===== src/rtl/intr_timer_ctrl.sv =====
`default_nettype none
// =============================================================================
// intr_timer_ctrl : M-mode interrupt source (mtime/mtimecmp, msip, external line)
// Revision 1.0 : initial release
// =============================================================================
module intr_timer_ctrl #(
  parameter logic [15:0] TICK_DIV = 16'd50,
  parameter bit          EXT_EDGE = 1'b1
) (
  input  logic        clk,
  input  logic        rst_n,
  input  logic        io_we,
  input  logic [3:0]  io_wadr,
  input  logic [31:0] io_wdata,
  input  logic        io_re,
  input  logic [3:0]  io_radr,
  output logic [31:0] io_rdata,
  input  logic        ext_irq,
  input  logic        csr_rmie,
  input  logic        csr_meie,
  input  logic        csr_mtie,
  input  logic        csr_msie,
  input  logic        cmd_mret_ex,
  input  logic        stall,
  output logic        g_interrupt,
  output logic [1:0]  g_interrupt_priv,
  output logic [1:0]  int_src,
  output logic [2:0]  mip_bits
);

  localparam logic [3:0]  c_adr_mtime_lo = 4'd0;
  localparam logic [3:0]  c_adr_mtime_hi = 4'd1;
  localparam logic [3:0]  c_adr_cmp_lo   = 4'd2;
  localparam logic [3:0]  c_adr_cmp_hi   = 4'd3;
  localparam logic [3:0]  c_adr_msip     = 4'd4;
  localparam logic [3:0]  c_adr_ext_pend = 4'd5;
  localparam logic [15:0] c_tick_last    = TICK_DIV - 16'd1;

  typedef enum logic [1:0] {
    ST_IDLE = 2'd0,
    ST_FIRE = 2'd1,
    ST_WAIT = 2'd2
  } state_t;

  state_t      state_q, state_d;
  logic [15:0] presc_q, presc_d;
  logic [63:0] mtime_q, mtime_d;
  logic [63:0] mtimecmp_q, mtimecmp_d;
  logic        msip_q, msip_d;
  logic        ext_pend_q, ext_pend_d;
  logic        sync1_q, sync2_q, ext_prev_q;
  logic [1:0]  int_src_q, int_src_d;
  logic [31:0] rdata_q, rdata_d;

  logic        w_tick;
  logic        w_wr_mtime_lo, w_wr_mtime_hi, w_wr_cmp_lo, w_wr_cmp_hi;
  logic        w_wr_msip, w_wr_ext_pend;
  logic        w_ext_rise;
  logic        w_mtip;
  logic [1:0]  w_cand;
  logic        w_req;
  logic [31:0] w_rd_mux;

  assign w_wr_mtime_lo = io_we && (io_wadr == c_adr_mtime_lo);
  assign w_wr_mtime_hi = io_we && (io_wadr == c_adr_mtime_hi);
  assign w_wr_cmp_lo   = io_we && (io_wadr == c_adr_cmp_lo);
  assign w_wr_cmp_hi   = io_we && (io_wadr == c_adr_cmp_hi);
  assign w_wr_msip     = io_we && (io_wadr == c_adr_msip);
  assign w_wr_ext_pend = io_we && (io_wadr == c_adr_ext_pend);

  assign w_tick     = (presc_q == c_tick_last);
  assign w_ext_rise = sync2_q & ~ext_prev_q;
  assign w_mtip     = (mtime_q >= mtimecmp_q);

  // A software write to either mtime half suppresses that cycle's increment entirely.
  always_comb begin
    presc_d    = w_tick ? 16'd0 : presc_q + 16'd1;
    mtime_d    = mtime_q;
    mtimecmp_d = mtimecmp_q;
    msip_d     = msip_q;
    if (w_wr_mtime_lo) begin
      mtime_d[31:0] = io_wdata;
    end else if (w_wr_mtime_hi) begin
      mtime_d[63:32] = io_wdata;
    end else if (w_tick) begin
      mtime_d = mtime_q + 64'd1;
    end
    if (w_wr_cmp_lo) mtimecmp_d[31:0]  = io_wdata;
    if (w_wr_cmp_hi) mtimecmp_d[63:32] = io_wdata;
    if (w_wr_msip)   msip_d            = io_wdata[0];
  end

  always_comb begin
    ext_pend_d = ext_pend_q;
    if (EXT_EDGE) begin
      if (w_wr_ext_pend && io_wdata[0]) ext_pend_d = 1'b0;
      if (w_ext_rise)                   ext_pend_d = 1'b1;
    end else begin
      ext_pend_d = sync2_q;
    end
  end

  always_comb begin
    w_rd_mux = 32'd0;
    case (io_radr)
      c_adr_mtime_lo: w_rd_mux = mtime_q[31:0];
      c_adr_mtime_hi: w_rd_mux = mtime_q[63:32];
      c_adr_cmp_lo:   w_rd_mux = mtimecmp_q[31:0];
      c_adr_cmp_hi:   w_rd_mux = mtimecmp_q[63:32];
      c_adr_msip:     w_rd_mux = {31'd0, msip_q};
      c_adr_ext_pend: w_rd_mux = {31'd0, ext_pend_q};
      default:        w_rd_mux = 32'd0;
    endcase
    rdata_d = io_re ? w_rd_mux : rdata_q;
  end

  always_comb begin
    w_cand = 2'd0;
    if (ext_pend_q && csr_meie)      w_cand = 2'd1;
    else if (msip_q && csr_msie)     w_cand = 2'd2;
    else if (w_mtip && csr_mtie)     w_cand = 2'd3;
    w_req = (w_cand != 2'd0) && csr_rmie;
  end

  // Sources are never cleared here; the handler must quiesce them before mret.
  always_comb begin
    state_d     = state_q;
    int_src_d   = int_src_q;
    g_interrupt = 1'b0;
    case (state_q)
      ST_IDLE: begin
        if (w_req && !stall) begin
          state_d   = ST_FIRE;
          int_src_d = w_cand;
        end
      end
      ST_FIRE: begin
        g_interrupt = 1'b1;
        state_d     = ST_WAIT;
      end
      ST_WAIT: begin
        if (cmd_mret_ex) state_d = ST_IDLE;
      end
      default: state_d = ST_IDLE;
    endcase
  end

  always_ff @(posedge clk or negedge rst_n) begin
    if (!rst_n) begin
      state_q    <= ST_IDLE;
      presc_q    <= 16'd0;
      mtime_q    <= 64'd0;
      mtimecmp_q <= 64'hFFFF_FFFF_FFFF_FFFF;
      msip_q     <= 1'b0;
      ext_pend_q <= 1'b0;
      sync1_q    <= 1'b0;
      sync2_q    <= 1'b0;
      ext_prev_q <= 1'b0;
      int_src_q  <= 2'd0;
      rdata_q    <= 32'd0;
    end else begin
      state_q    <= state_d;
      presc_q    <= presc_d;
      mtime_q    <= mtime_d;
      mtimecmp_q <= mtimecmp_d;
      msip_q     <= msip_d;
      ext_pend_q <= ext_pend_d;
      sync1_q    <= ext_irq;
      sync2_q    <= sync1_q;
      ext_prev_q <= sync2_q;
      int_src_q  <= int_src_d;
      rdata_q    <= rdata_d;
    end
  end

  assign io_rdata         = rdata_q;
  assign int_src          = int_src_q;
  assign g_interrupt_priv = 2'b11;
  assign mip_bits         = {ext_pend_q, w_mtip, msip_q};

endmodule
`default_nettype wire

===== config.mk =====
export PLATFORM = sky130hd
export DESIGN_NAME = intr_timer_ctrl
export DESIGN_NICKNAME = d
export VERILOG_FILES = /design/src/rtl/intr_timer_ctrl.sv
export SDC_FILE = /design/constraint.sdc
export NUM_CORES = 1
export LEC_CHECK = 0
export ABC_AREA = 1
export CAP_MARGIN = 15
export CELL_PAD_IN_SITES_DETAIL_PLACEMENT = 1
export CELL_PAD_IN_SITES_GLOBAL_PLACEMENT = 2
export CORE_ASPECT_RATIO = 0.6
export CORE_UTILIZATION = 35
export CTS_BUF_LIST = sky130_fd_sc_hd__clkbuf_16
export DETAILED_ROUTE_END_ITERATION = 12
export GPL_TIMING_DRIVEN = 0
export PLACE_DENSITY_LB_ADDON = 0.1
export SLEW_MARGIN = 25
export SYNTH_ARGS = -nofsm -noshare
export SYNTH_HDL_FRONTEND = slang
export SYNTH_SLANG_ARGS = --single-unit

===== constraint.sdc =====
create_clock -name clk -period 2.8 [get_ports clk]
set_clock_uncertainty 0.05 [all_clocks]
set_input_delay 0.28 -clock clk [delete_from_list [all_inputs] [get_ports clk]]
set_output_delay 0.28 -clock clk [all_outputs]
set_load 0.01 [all_outputs]

==> Yosys cells after proc, flatten, opt, wreduce, memory -nomap -nowiden <==
Index checks and enable logic that the tools add are counted.
{ "totals": {"ram_bits": 0, "n_memories": 0, "mem_bits_ro": 0, "input_bits": 51, "latch_bits": 0, "reg_bits": 185, "word_cells": 74, "output_inout_bits": 40} }
{ "classes": {"n_mux": 15, "bitwise_logic": 3, "n_addsub": 2, "n_div": 0, "mul": 0, "eq_ne": 16, "reduce_logical": 24, "n_shift": 0, "n_lt_le_gt_ge": 1} }
{ "op_table": {"columns": ["cell", "n"], "rows": [
  ["$pmux 32 s6", 1],
  ["$mux 32", 3],
  ["$add 64x1->64 const B", 1],
  ["$ge 64x64->1", 1],
  ["$mux 64", 1],
  ["$add 16x1->16 const B", 1],
  ["$eq 16x6->1 const B", 1],
  ["$eq 4x2->1 const B", 4],
  ["$eq 4x3->1 const B", 4],
  ["$mux 16", 1],
  ["$logic_and 1x1->1", 12],
  ["$mux 2", 5],
  ["$eq 4x1->1 const B", 2],
  ["$logic_not 4->1", 2],
  ["$reduce_and 2->1", 4],
  ["$reduce_bool 2->1", 4],
  ["$ne 2x2->1 const B", 3],
  ["$pmux 2 s3", 1],
  ["$mux 1", 3],
  ["$eq 2x1->1 const B", 1],
  ["$eq 2x2->1 const B", 1],
  ["$logic_not 2->1", 1],
  ["$not 1->1", 2],
  ["$and 1x1->1", 1],
  ["$logic_not 1->1", 1]
]} }

==> Logic depth before layout (Yosys ltp) <==
{ "depth": {"depth_word": 10, "mapped_depth": 20, "depth_no_buf": 20} }

==> Worst setup path after synthesis <==
No wires, ideal clock.
{ "synth_path": {"path_type": "reg-to-reg", "start": "register mtimecmp_q[63]", "end": "register int_src_q[0] (netlist: int_src[0])", "required_ns": 2.634, "n_path_buf": 0, "arrival_time_ns": 1.836, "synth_period_minus_slack_ns": 2.002, "path_slack_ns": 0.798, "path_stages_with_launch": 15, "setup_ns": 0.116, "path_cell_list": "dfstp_2 inv_1 ha_1 nand2_1 nor2_1 nand2_1 nor3b_1 and3b_1 nand2_1 nand2_1 nand2_1 nand2_1 nand2_1 nand2_1 nand2_1"} }
{ "synth_between": {"elab_chain_len": 9} }
{ "synth_rtl": {"columns": ["item", "line", "source"], "rows": [
  ["from (decl)", "48", "logic [63:0] mtimecmp_q, mtimecmp_d;"],
  ["from (signal assigned)", "165", "mtimecmp_q <= mtimecmp_d;"],
  ["$ge 64x64->1 (*)", "73", "assign w_mtip = (mtime_q >= mtimecmp_q);"],
  ["net w_mtip", "59", "logic w_mtip;"],
  ["$logic_and 1x1->1 (*)", "121", "else if (w_mtip && csr_mtie) w_cand = 2'd3;"],
  ["$mux 2 (*)", "121", null],
  ["$mux 2 (*)", "120", "else if (msip_q && csr_msie) w_cand = 2'd2;"],
  ["$mux 2 (*)", "119", "if (ext_pend_q && csr_meie) w_cand = 2'd1;"],
  ["$reduce_bool 2->1", "122", "w_req = (w_cand != 2'd0) && csr_rmie;"],
  ["$logic_and 1x1->1", "122", null],
  ["$logic_and 1x1->1", "132", "if (w_req && !stall) begin"],
  ["$reduce_and 2->1 (no source line)", null, null],
  ["to (signal assigned)", "171", "int_src_q <= int_src_d;"],
  ["to (decl)", "52", "logic [1:0] int_src_q, int_src_d;"]
]} }
Mark *: on every way through the listed nets, which the timed path passes. The rest lies on a longest branch.
A chain may end at the register's enable or synchronous reset.

==> Worst setup path in the final report <==
{ "layout_path": {"start": "register mtimecmp_q[37]", "end": "output mip_bits[1]"} }
{ "layout_between": {"elab_chain_len": 1} }
{ "layout_rtl": {"columns": ["item", "line", "source"], "rows": [
  ["$ge 64x64->1", "73", null],
  ["to (decl)", "28", "output logic [2:0] mip_bits"]
]} }
Every way passes these cells.

==> impl_metrics.py <==
metrics = {
    "synth": {
        "synth.ff_latch_count": 185,
        "synthFlopType": "dfrtp_1",
        "synth_compound_area_frac": 0.169,
        "synth-simple-area-share": 0.236,
        "yosysWarnings": 0,
        "synth_largest_area_cell": "dfrtp_1",
        "synthCells": 1612,
        "synth-async-reset-ratio": 1.00,
        "synth_seq_area_share": 0.397,
        "synth_cell_types": 43,
        "synth_top_family_by_area": "simple AND/OR/NAND/NOR gates",
        "synth_top_area_share": 0.255,
        "synthXorXnorAreaFrac": 0.0273,
        "avgSynthCellArea_um2": 7.37,
        "synthMuxAreaShare": 0,
        "synth_edf_count": 0,
        "synthesis.area_um2": 11900,
        "synth_fa_ha_area_frac": 0.0706,
        "ys_top_cells_by_area": "dfrtp_1 (25%), dfstp_2 (14%), nand2_1 (12%), inv_1 (7.8%), ha_1 (7.1%)",
    },
    "drt": {
        "routed_wl_mm": 54.3,
        "drt-pass1-iter-count": 7,
        "post-route-drc-count": 0,
        "ant_nets": 0,
        "vias": 12200,
        "viasPerCell": 5.54,
        "avgRoutedWirePerCell_um": 24.6,
        "drt_iter0_drc": 1121,
    },
    "floorplan": {
        "initial_core_util": 0.361,
        "num_rows": 51,
        "dieArea_um2": 34700,
        "core_um2": 32900,
        "die_w_um": 240,
        "io-pin-count": 91,
        "dieHeight_um": 145,
    },
    "cells_and_area": {
        "layout_commonest_cell": "nand2_1",
        "diodes": 0,
        "layout_common_cells": "nand2_1 (375), inv_1 (245), o21ai_0 (160), dfrtp_1 (118), clkdlybuf4s50_1 (84)",
        "stdcell_area_um2": 14500,
        "syn_to_final_growth_pct": 22.3,
        "final_net_count": 1861,
        "drive_above_1_share": 0.118,
        "postLayoutCoreUtil": 0.441,
    },
    "critical_path": {
        "critPathKind": "reg -> out",
        "startpoint_type": "flip-flop",
        "cp.required_ps": 2470,
        "crit_path_max_fanout": 2,
        "r2r_slack_ps": 50,
        "worst_setup_path_end_kind": "output pin",
        "critPathArrivalTime_ps": 2480,
    },
    "timing": {
        "hold_ws_ps": 204,
        "min_period_over_period": 1.01,
        "post-route-min-period_ps": 2810,
        "setup-violations-final": 1,
        "slew_violations": 0,
        "rsz0062_at_grt": "yes",
        "worst_slew_pin_slew_ps": 1140,
        "fmax_mhz": 355,
        "hold_viol_final": 0,
        "worst_slack_ps": -14.4,
        "relSlewSlack": 0.241,
    },
    "clock_tree": {
        "cts_tree": "done",
        "cts-buffers-inserted": 17,
        "clock-sinks": 185,
        "clockBufferDepth": 2,
        "clock_latency_ps": 470,
        "cts-root-buf": "clkbuf_16",
        "cts.clk_slew.worst_paths_ps": 80,
        "h-tree-depth": 4,
    },
    "placement": {
        "dp_hpwl_mm": 41.5,
        "postPlaceCellArea_um2": 13400,
        "place_ws_ps": -515,
        "io_buffers": 86,
        "place_congestion": 0.990,
    },
    "hold_path": {
        "hold_path_class": "in -> reg",
    },
    "pwr": {
        "leakage_nw": 6.31,
        "power.density_nw_per_um2": 643,
        "ir_worst_vdd_mv": 0.470,
    },
    "outcome": {
        "status": "complete, but fails checks",
        "violations": "setup timing",
    },
    "flow_run": {
        "cap_violations": 0,
    },
    "global_routing": {
        "grt_max_degree": 79,
        "grt_overflow": 0,
        "grt_pass1_wl_mm": 79.9,
        "antenna_found_initial": 0,
        "grt_pass1_vias": 12000,
        "grtUsageTotal": 0.323,
    },
}
[kinds of logic (layout without fill, tap and decap cells)]
kind of cell    Yosys count  after routing
compound gates          356            356
xor+xnor                 37             37
fa+ha+maj                67             67
buf+inv                 312            455
flops                   185            185
other cells               1              2
simple gates            654            654
[stage by stage]
stage                     setup TNS [ps]  instances  power [mW]
after detailed placement          -24290       2151        6.30
after floorplan                        0       1613        5.19
after global routing                -124       2206        9.86
after global placement          -1189150       2149        6.18
final                              -14.4       2206        9.33
after CTS                           -119       2201        9.22
[path summary, 6_finish.rpt]
path / from / to / cells after the start
setup / recovery: mtimecmp_q[37] / mip_bits[1] / 9
hold / removal: ext_irq / sync1_q / 1
setup reg to reg: mtime_q[4] / mtime_q[63] / 13
hold reg to reg: sync1_q / sync2_q / 0
max in group asynchronous: rst_n / mtimecmp_q[48] / 3
min in group asynchronous: rst_n / presc_q[3] / 2
[synth_stat cells (2+ instances only)]
cell,instances
a21oi_1,79
a221oi_1,16
buf_2,8
buf_4,5
clkbuf_1,47
dfrtp_1,121
dfstp_2,64
ha_1,67
inv_1,246
inv_2,5
nand2_1,383
nand3_1,61
nand3b_1,4
nand4_1,37
nor2_1,94
nor2_2,6
nor2_4,2
nor3_1,45
nor3b_1,3
nor4_1,10
o2111ai_1,16
o211ai_1,16
o21a_1,3
o21ai_0,163
o21ai_1,38
o221ai_1,2
o22ai_1,18
or2_2,2
xor2_1,37
[final cells by class]
class / count / area, µm²
Fill cell: 4094 / 18400
Multi-Input combinational cell: 1116 / 6300
Sequential cell: 185 / 4710
Timing Repair Buffer: 113 / 1120
Inverter: 251 / 945
Tap cell: 450 / 563
Clock buffer: 17 / 425
Buffer: 59 / 251
Clock inverter: 15 / 195
[repair_timing]
action                                  in CTS  in global routing
endpoints found under the setup margin      27                 32
hold endpoints to repair                    42                  0
setup buffers                               17                  7
resized for setup                           49                 30
pin swaps                                   14                 18
hold buffers                                 1                  0
[critical path, stage by stage, from the launching register on]
cell and delay (ps):
dfstp_2 540, inv_1 60, ha_4 280, nand2_2 70
nor2_4 160, nand4_1 300, and3b_1 330, nand2_2 70
nand2_4 90, buf_6 110
[routing by layer]
layer	vias to the layer above	share of wire	GRT usage
li1	5572	-	-
met4	0	0.016	0.0704
met2	468	0.39	0.441
met5	-	0	0
met3	50	0.089	0.0895
met1	6135	0.51	0.495
[state kept, by name (all words and copies together) (netlist names)]
signal / count
ext_pend_q: 1
ext_prev_q: 1
int_src: 2
io_rdata: 32
msip_q: 1
mtime_q: 64
mtimecmp_q: 64
presc_q: 16
state_q: 2
sync1_q: 1
sync2_q: 1
[report_power, final]
group	leakage, nW	internal (mW)	switching (mW)
clock network	0.311	1.50	1.23
logic	3.77	1.08	1.69
registers	2.22	3.25	0.579
(Power assumes the default switching activity.)
